--- config.mk ---
export PLATFORM = sky130hd
export DESIGN_NAME = mem_bridge
export DESIGN_NICKNAME = d
export VERILOG_FILES = /design/src/rtl/mem_pkg.sv /design/src/rtl/mem_wait_cnt.sv /design/src/rtl/mem_bridge.sv
export SDC_FILE = /design/constraint.sdc
export NUM_CORES = 1
export LEC_CHECK = 0
export ABC_AREA = 0
export CORE_UTILIZATION = 40
export DETAILED_ROUTE_END_ITERATION = 8
export PLACE_DENSITY = 0.85
export SYNTH_ARGS = -nofsm -noshare
export SYNTH_HDL_FRONTEND = slang
export SYNTH_SLANG_ARGS = --single-unit
--- constraint.sdc ---
create_clock -name clk -period 1.94 [get_ports clk]
set_input_delay 0.194 -clock clk [delete_from_list [all_inputs] [get_ports clk]]
set_output_delay 0.194 -clock clk [all_outputs]
set_load 0.1 [all_outputs]
--- src/rtl/mem_pkg.sv ---
// Shared constants for the SRAM memory bridge: FSM encoding,
// core wr encoding and the wait-state limit.
package mem_pkg;

  localparam logic [1:0] IDLE   = 2'd0;
  localparam logic [1:0] SETUP  = 2'd1;
  localparam logic [1:0] ACCESS = 2'd2;
  localparam logic [1:0] HOLD   = 2'd3;

  localparam logic MEM_WRITE = 1'b0;
  localparam logic MEM_READ  = 1'b1;

  localparam int WAIT_MAX = 15;

  // Out-of-range wait settings saturate at the legal maximum.
  function automatic logic [3:0] wait_load(input int w);
    if (w > WAIT_MAX) return 4'(WAIT_MAX);
    if (w < 0) return 4'd0;
    return 4'(w);
  endfunction

endpackage

--- src/rtl/mem_wait_cnt.sv ---
// 4-bit wait-state down-counter: load, enable, zero flag.
// Ports: clk, reset, load, en, load_val[3:0] in; zero out.
module mem_wait_cnt (
  input  logic       clk,
  input  logic       reset,
  input  logic       load,
  input  logic       en,
  input  logic [3:0] load_val,
  output logic       zero
);

  logic [3:0] count;

  always_ff @(posedge clk) begin
    if (reset) begin
      count <= 4'd0;
    end else if (load) begin
      count <= load_val;
    end else if (en && count != 4'd0) begin
      count <= count - 4'd1;
    end
  end

  assign zero = (count == 4'd0);

endmodule

--- src/rtl/mem_bridge.sv ---
// Core-to-async-SRAM bridge with programmable wait states.
// Ports: cpu_* request/response, sram_* pins, busy, rd/wr counters.
module mem_bridge
  import mem_pkg::*;
#(
  parameter int AW          = 16,
  parameter int DW          = 16,
  parameter int WAIT_CYCLES = 1
) (
  input  logic          clk,
  input  logic          reset,
  input  logic          cpu_req,
  input  logic          cpu_wr,
  input  logic [AW-1:0] cpu_addr,
  input  logic [DW-1:0] cpu_wdata,
  output logic [DW-1:0] cpu_rdata,
  output logic          cpu_ready,
  output logic          busy,
  output logic [AW-1:0] sram_addr,
  output logic [DW-1:0] sram_dout,
  output logic          sram_dout_en,
  input  logic [DW-1:0] sram_din,
  output logic          sram_ce_n,
  output logic          sram_oe_n,
  output logic          sram_we_n,
  output logic [15:0]   rd_count,
  output logic [15:0]   wr_count
);

  localparam logic [3:0] WAIT_LD = wait_load(WAIT_CYCLES);

  logic [1:0] state;
  logic       wr_q;
  logic       cnt_zero;

  mem_wait_cnt u_wait (
    .clk      (clk),
    .reset    (reset),
    .load     (state == SETUP),
    .en       (state == ACCESS),
    .load_val (WAIT_LD),
    .zero     (cnt_zero)
  );

  // Every output is set for the state being entered, so all
  // pins are plain flops with no input-to-output path.
  always_ff @(posedge clk) begin
    if (reset) begin
      state        <= IDLE;
      wr_q         <= MEM_READ;
      cpu_rdata    <= '0;
      cpu_ready    <= 1'b0;
      busy         <= 1'b0;
      sram_addr    <= '0;
      sram_dout    <= '0;
      sram_dout_en <= 1'b0;
      sram_ce_n    <= 1'b1;
      sram_oe_n    <= 1'b1;
      sram_we_n    <= 1'b1;
      rd_count     <= 16'd0;
      wr_count     <= 16'd0;
    end else begin
      cpu_ready <= 1'b0;
      case (state)
        IDLE: begin
          if (cpu_req) begin
            state     <= SETUP;
            busy      <= 1'b1;
            sram_ce_n <= 1'b0;
            sram_addr <= cpu_addr;
            wr_q      <= cpu_wr;
            if (cpu_wr == MEM_WRITE) begin
              sram_dout    <= cpu_wdata;
              sram_dout_en <= 1'b1;
            end
          end
        end
        SETUP: begin
          state     <= ACCESS;
          sram_oe_n <= (wr_q != MEM_READ);
          sram_we_n <= (wr_q != MEM_WRITE);
        end
        ACCESS: begin
          if (cnt_zero) begin
            state     <= HOLD;
            sram_oe_n <= 1'b1;
            sram_we_n <= 1'b1;
            cpu_ready <= 1'b1;
            if (wr_q == MEM_READ) begin
              cpu_rdata <= sram_din;
              rd_count  <= rd_count + 16'd1;
            end else begin
              wr_count  <= wr_count + 16'd1;
            end
          end
        end
        HOLD: begin
          state        <= IDLE;
          busy         <= 1'b0;
          sram_ce_n    <= 1'b1;
          sram_dout_en <= 1'b0;
        end
        default: state <= IDLE;
      endcase
    end
  end

endmodule

* Word level (Yosys, flattened, before mapping)
Cells that the tools add are included.
** Storage, ports and cells
- Flip-flop bits (word level) :: 93
- Input bits :: 52
- Output and inout port bits :: 86
- Word-level logic and storage cells :: 60
** Operators by class
- Add/subtract/negate cells :: 3
- Equal/unequal tests :: 6
- Multiplexer cells :: 16
- Bitwise operators :: 3
- Reduce and logical (&&, ||, !) cells :: 17
** Operator list (count)
- 16-bit by 1-bit adder with 16-bit output (second input constant) :: 2
- 3-bit AND reduction :: 4
- 1-bit case mux with 2 select lines :: 5
- 1-bit two-way mux :: 8
- 2-bit case mux with 4 select lines :: 1
- 2-bit AND reduction :: 4
- 2-bit inequality test (second input constant) :: 3
- 2-bit nonzero test :: 3
- 2-bit == test (second input constant) :: 2
- 4-bit logical NOT :: 1
- 2-bit two-way mux :: 2
- 4-bit nonzero test :: 1
- 2-bit OR reduction :: 2
- 4-bit by 1-bit subtractor with 4-bit output (second input constant) :: 1
- 1-bit NOT :: 3
- 2-bit by 1-bit == test with 1-bit output (second input constant) :: 1
- 2-bit logical NOT :: 1
- 1-bit logical AND :: 1

* Depth between registers and ports, before layout
- Depth in word-level cells :: 4
- Mapped depth :: 9
- Gate-level depth less buffers :: 6

* Hierarchy
A second synthesis with hierarchy kept.
** Second synthesis, totals
- Cell total of the unflattened synthesis :: 450
- Area total of the unflattened synthesis :: 3797.4 um2
** Modules (own cells, without submodules)
- mem_bridge :: instances 1, cells an instance 421, area an instance 3534.6 um2, sequential area each 1781.7 um2
- mem_wait_cnt :: instances 1, cells an instance 29, area an instance 262.8 um2, sequential area each 80.1 um2

* Worst setup path after synthesis
No wires, ideal clock.
- Path type :: flip-flop to flip-flop
- Start point :: reg wr_count[0]
- End point :: reg wr_count[14]
- Setup time :: 0.070 ns
- Arrival :: 2.427 ns
- Required time :: 1.870 ns
- Path slack :: -0.557 ns
- Cell stages (with the launch flop) :: 7
- Period minus slack after synthesis :: 2.497 ns
- Cells stage by stage :: dfxtp_1 -> ha_1 -> nand4b_1 -> or2_1 -> buf_2 -> or4_1 -> a21oi_1
** Between the ends
- Cells in the longest elaborated chain, start to end :: 1
** Ends and longest elaborated chain
- start: declaration :: RTL line mem_bridge.sv:27 : output logic [15:0] wr_count
- start signal: assignment :: RTL line mem_bridge.sv:93 : wr_count <= wr_count + 16'd1;
- 16-bit by 1-bit adder with 16-bit output :: RTL line mem_bridge.sv:93
No other way between the ends.
A chain may end at the register's enable or synchronous reset.

* Worst setup path in the final report
- Start point :: reg state[0]
- End point :: reg wr_count[12]
** Between the ends
- Cells in the longest elaborated chain, start to end :: 2
** Ends and longest elaborated chain
- start: declaration :: RTL line mem_bridge.sv:32 : logic [1:0] state;
- start signal: assignment :: RTL line mem_bridge.sv:49 : state <= IDLE;
- start signal: assignment :: RTL line mem_bridge.sv:67 : state <= SETUP;
- start signal: assignment :: RTL line mem_bridge.sv:79 : state <= ACCESS;
- 2-bit == test :: RTL line mem_bridge.sv:64 : case (state)
- 3-bit AND reduction (no source line)
No other way between the ends.

==> flow_metrics.env <==
export IMPL_area_growth_pct=43.1
export IMPL_syn_avg_cell_area_um2=8.33
export IMPL_fin_crit_ns=1.80
export IMPL_multiInputGateArea_um2=1760
export IMPL_cp_end_kind="register"
export IMPL_max_freq_mhz=555
export IMPL_hold_violations=0
export IMPL_pre_cts_slack_ns=0.0673
export IMPL_timing_worst_setup_path_type="register to register"
export IMPL_async_flop_share=0
export IMPL_min_path_type="input port to register"
export IMPL_via_per_inst=5.12
export IMPL_cts_setup_buffers=0
export IMPL_layout_commonest_cell="nand2_1"
export IMPL_clockBufferDepth=2
export IMPL_fin_ws_ns=0.137
export IMPL_numCtsBuffers=9
export IMPL_drt_pass1_iter_count=4
export IMPL_vias=3623
export IMPL_antenna_found_initial=0
export IMPL_final_seq_area_um2=1910
export IMPL_sw_frac_of_total=0.471
export IMPL_synth_yosys_seq_area_share=0.496
export IMPL_irDropWorstVdd_mv=0.884
export IMPL_cellPowerDensity_nw_per_um2=1260
export IMPL_ys_ff_latch=93
export IMPL_core_area_um2=8890
export IMPL_slowest_delay_ns=0.50
export IMPL_worst_clock_skew_ns=0.0109
export IMPL_nNetsFinal=654
export IMPL_switching_power_mw=3.18
export IMPL_drive_gt1_frac=0.270
export IMPL_drt_wl_total_um=9860
export IMPL_cp_cell_sequence="inv_1, ha_2, nand4bb_4, or2_1, or4_1, a21oi_1"
export IMPL_grt_setup_unrepaired="false"
export IMPL_dpl_hpwl_um=7460
export IMPL_cts_tree="yes"
export IMPL_crit_slowest_cell="or4_1"
export IMPL_post_drt_wl_per_cell_um=13.9
export IMPL_required_ns=2.22
export IMPL_grt_pass1_vias=3529
export IMPL_timing_setup_tns_ns=0
export IMPL_die_w_um=98.9
export IMPL_worstRegToRegCells=6
export IMPL_setup_viol=0
export IMPL_yosysUniqueCellTypes=40
export IMPL_drcViolationCount=0
export IMPL_antenna_cells=0
export IMPL_r2r_end="wr_count[12]"
export IMPL_setup_worst_path_start_class="register"
export IMPL_num_fill_cells=762
export IMPL_synthCells=451
export IMPL_startpoint="state[0]"
export IMPL_pwr_share_seq=0.345
export IMPL_cts_sinks=93
export IMPL_grt_max_degree=38
export IMPL_ys_flop_type="dfxtp_1"
export IMPL_status="completed"
export IMPL_insertion_delay_ns=0.35
export IMPL_io_pins=138
export IMPL_hold_path_startpoint="reset"
export IMPL_tightest_slew_ns=0.384
export IMPL_reg2reg_slack_ns=0.14
export IMPL_cts_root_buf="clkbuf_8"
export IMPL_power_leakage_nw=2.12
export IMPL_yosys_warnings=0
export IMPL_grt_overflow_total=0
export IMPL_most_common_layout_cells="110 x nand2_1, 107 x buf_4, 67 x a21oi_1"
export IMPL_antenna_left=0
export IMPL_syn_area_um2=3750
export IMPL_min_period_over_period=0.929
export IMPL_clk_pin_slew_ns=0.09
export IMPL_p_comb_frac=0.469
export IMPL_cap_viol_max_count=0
export IMPL_start_util=0.422
export IMPL_crit_end="wr_count[12]"
export IMPL_r2r_start="state[0]"
export IMPL_maxSlewViolCount=0
export IMPL_grt_pass1_wl_um=16300
export IMPL_dieArea_um2=9780
export IMPL_slew_headroom=0.743
export IMPL_grtUsageTotal=0.207
export IMPL_drt_iter0_markers=148
export IMPL_gp_congestion=0.858
export IMPL_synthesis_nets=510
export IMPL_cp_arrival_ns=2.08
export IMPL_h_tree_depth=3
export IMPL_pwr_share_clk=0.186
export IMPL_io_buffers=137
export IMPL_cp_max_fo=4
export IMPL_chipHeight_um=98.9
export IMPL_synth_edf_count=0
export IMPL_p_int_mw=3.57
export IMPL_fp_row_count=34
==> layout make-up <==
class                           count  share of cell area
Timing Repair Buffer              159               0.247
Inverter                           10             0.00699
Clock inverter                      4             0.00559
Multi-Input combinational cell    322               0.328
Tap cell                          108              0.0252
Sequential cell                    93               0.356
Clock buffer                       12              0.0307
==> cell usage after synthesis (all sizes together), types with 4 or more instances <==
cell,n,share of area
o21bai,6,0.012
nand2,110,0.11
or4,7,0.014
nor3b,4,0.0080
clkbuf,20,0.020
nand4,7,0.012
inv,10,0.010
nor3,9,0.012
o31ai,7,0.014
o21ai,4,0.0053
a21oi,67,0.089
xor2,8,0.019
dfxtp,93,0.50
and4,4,0.0093
nor2,27,0.027
nand3,11,0.016
xnor2,13,0.030
buf,6,0.0077
and2,4,0.0067
ha,7,0.023
==> kinds of logic after synthesis <==
group                      Yosys count  synth area share
xor gates and xnor gates            21            0.0490
buffers and inverters               36            0.0377
muxes                                2           0.00566
adders and majority gates            7            0.0233
AOI/OAI and AO/OA                   88             0.130
DFF                                 93             0.496
and+or+nand+nor                    204             0.259
==> state kept, by name, summed over array words and instances, names as in the netlist, 2 cells and up <==
name	cells
sram_addr	16
sram_dout	16
cpu_rdata	16
u_wait.count	4
rd_count	16
wr_count	16
state	2
==> through the flow <==
step                      hold WS (ns)  instances  total power, mW   util  area, um^2
after floorplan                  0.330        451             4.70      -        3800
after global placement           0.442        692             5.46  0.581        5160
after detailed placement         0.448        692             5.52  0.581        5160
after CTS                        0.189        708             6.75  0.603        5360
after global routing             0.189        708             7.10  0.604        5370
final                            0.204        708             6.75  0.604        5370
==> worst min-delay path by stage <==
stage,endpoint,slack (ns),cells past startpoint
2_1_floorplan,sram_dout[10],0.33,2
3_3_place_gp,cpu_rdata[6],0.44,2
3_5_place_dp,sram_addr[5],0.45,2
4_1_cts,rd_count[9],0.19,2
5_1_grt,rd_count[3],0.19,2
6_report,rd_count[9],0.20,2
==> power by group through the flow <==
stage | Sequential [mW] | Clock, mW | Combinational (mW)
after floorplan | 3.85 | 0 | 0.854
after global placement | 2.36 | 0 | 3.10
after detailed placement | 2.37 | 0 | 3.14
after CTS | 2.33 | 1.27 | 3.15
after global routing | 2.37 | 1.37 | 3.36
final | 2.33 | 1.25 | 3.17
==> per-layer routing <==
metal | vias up | wire length, um | global-route usage
met2 | 122 | 4860 | 0.351
met1 | 1685 | 4080 | 0.246
met4 | 0 | 188 | 0.0643
met3 | 17 | 735 | 0.0730
met5 | - | 0 | 0
li1 | 1799 | - | -
==> timing repair <==
action / 4_1_cts / 5_1_grt
gates resized for setup: 0 / 5
endpoints found under the setup margin: 0 / 4
endpoints found under the hold margin: 0 / 0
hold buffers: 0 / 0
==> worst max-delay path: cells and delay by family, from the launching register on <==
family | cells | cell delay (ns)
adders and majority gates | 1 | 0.23
and+or+nand+nor | 3 | 0.94
DFF | 1 | 0.34
buffers and inverters | 1 | 0.09
AOI/OAI and AO/OA | 1 | 0.14
Power figures use the tool's default switching activity.
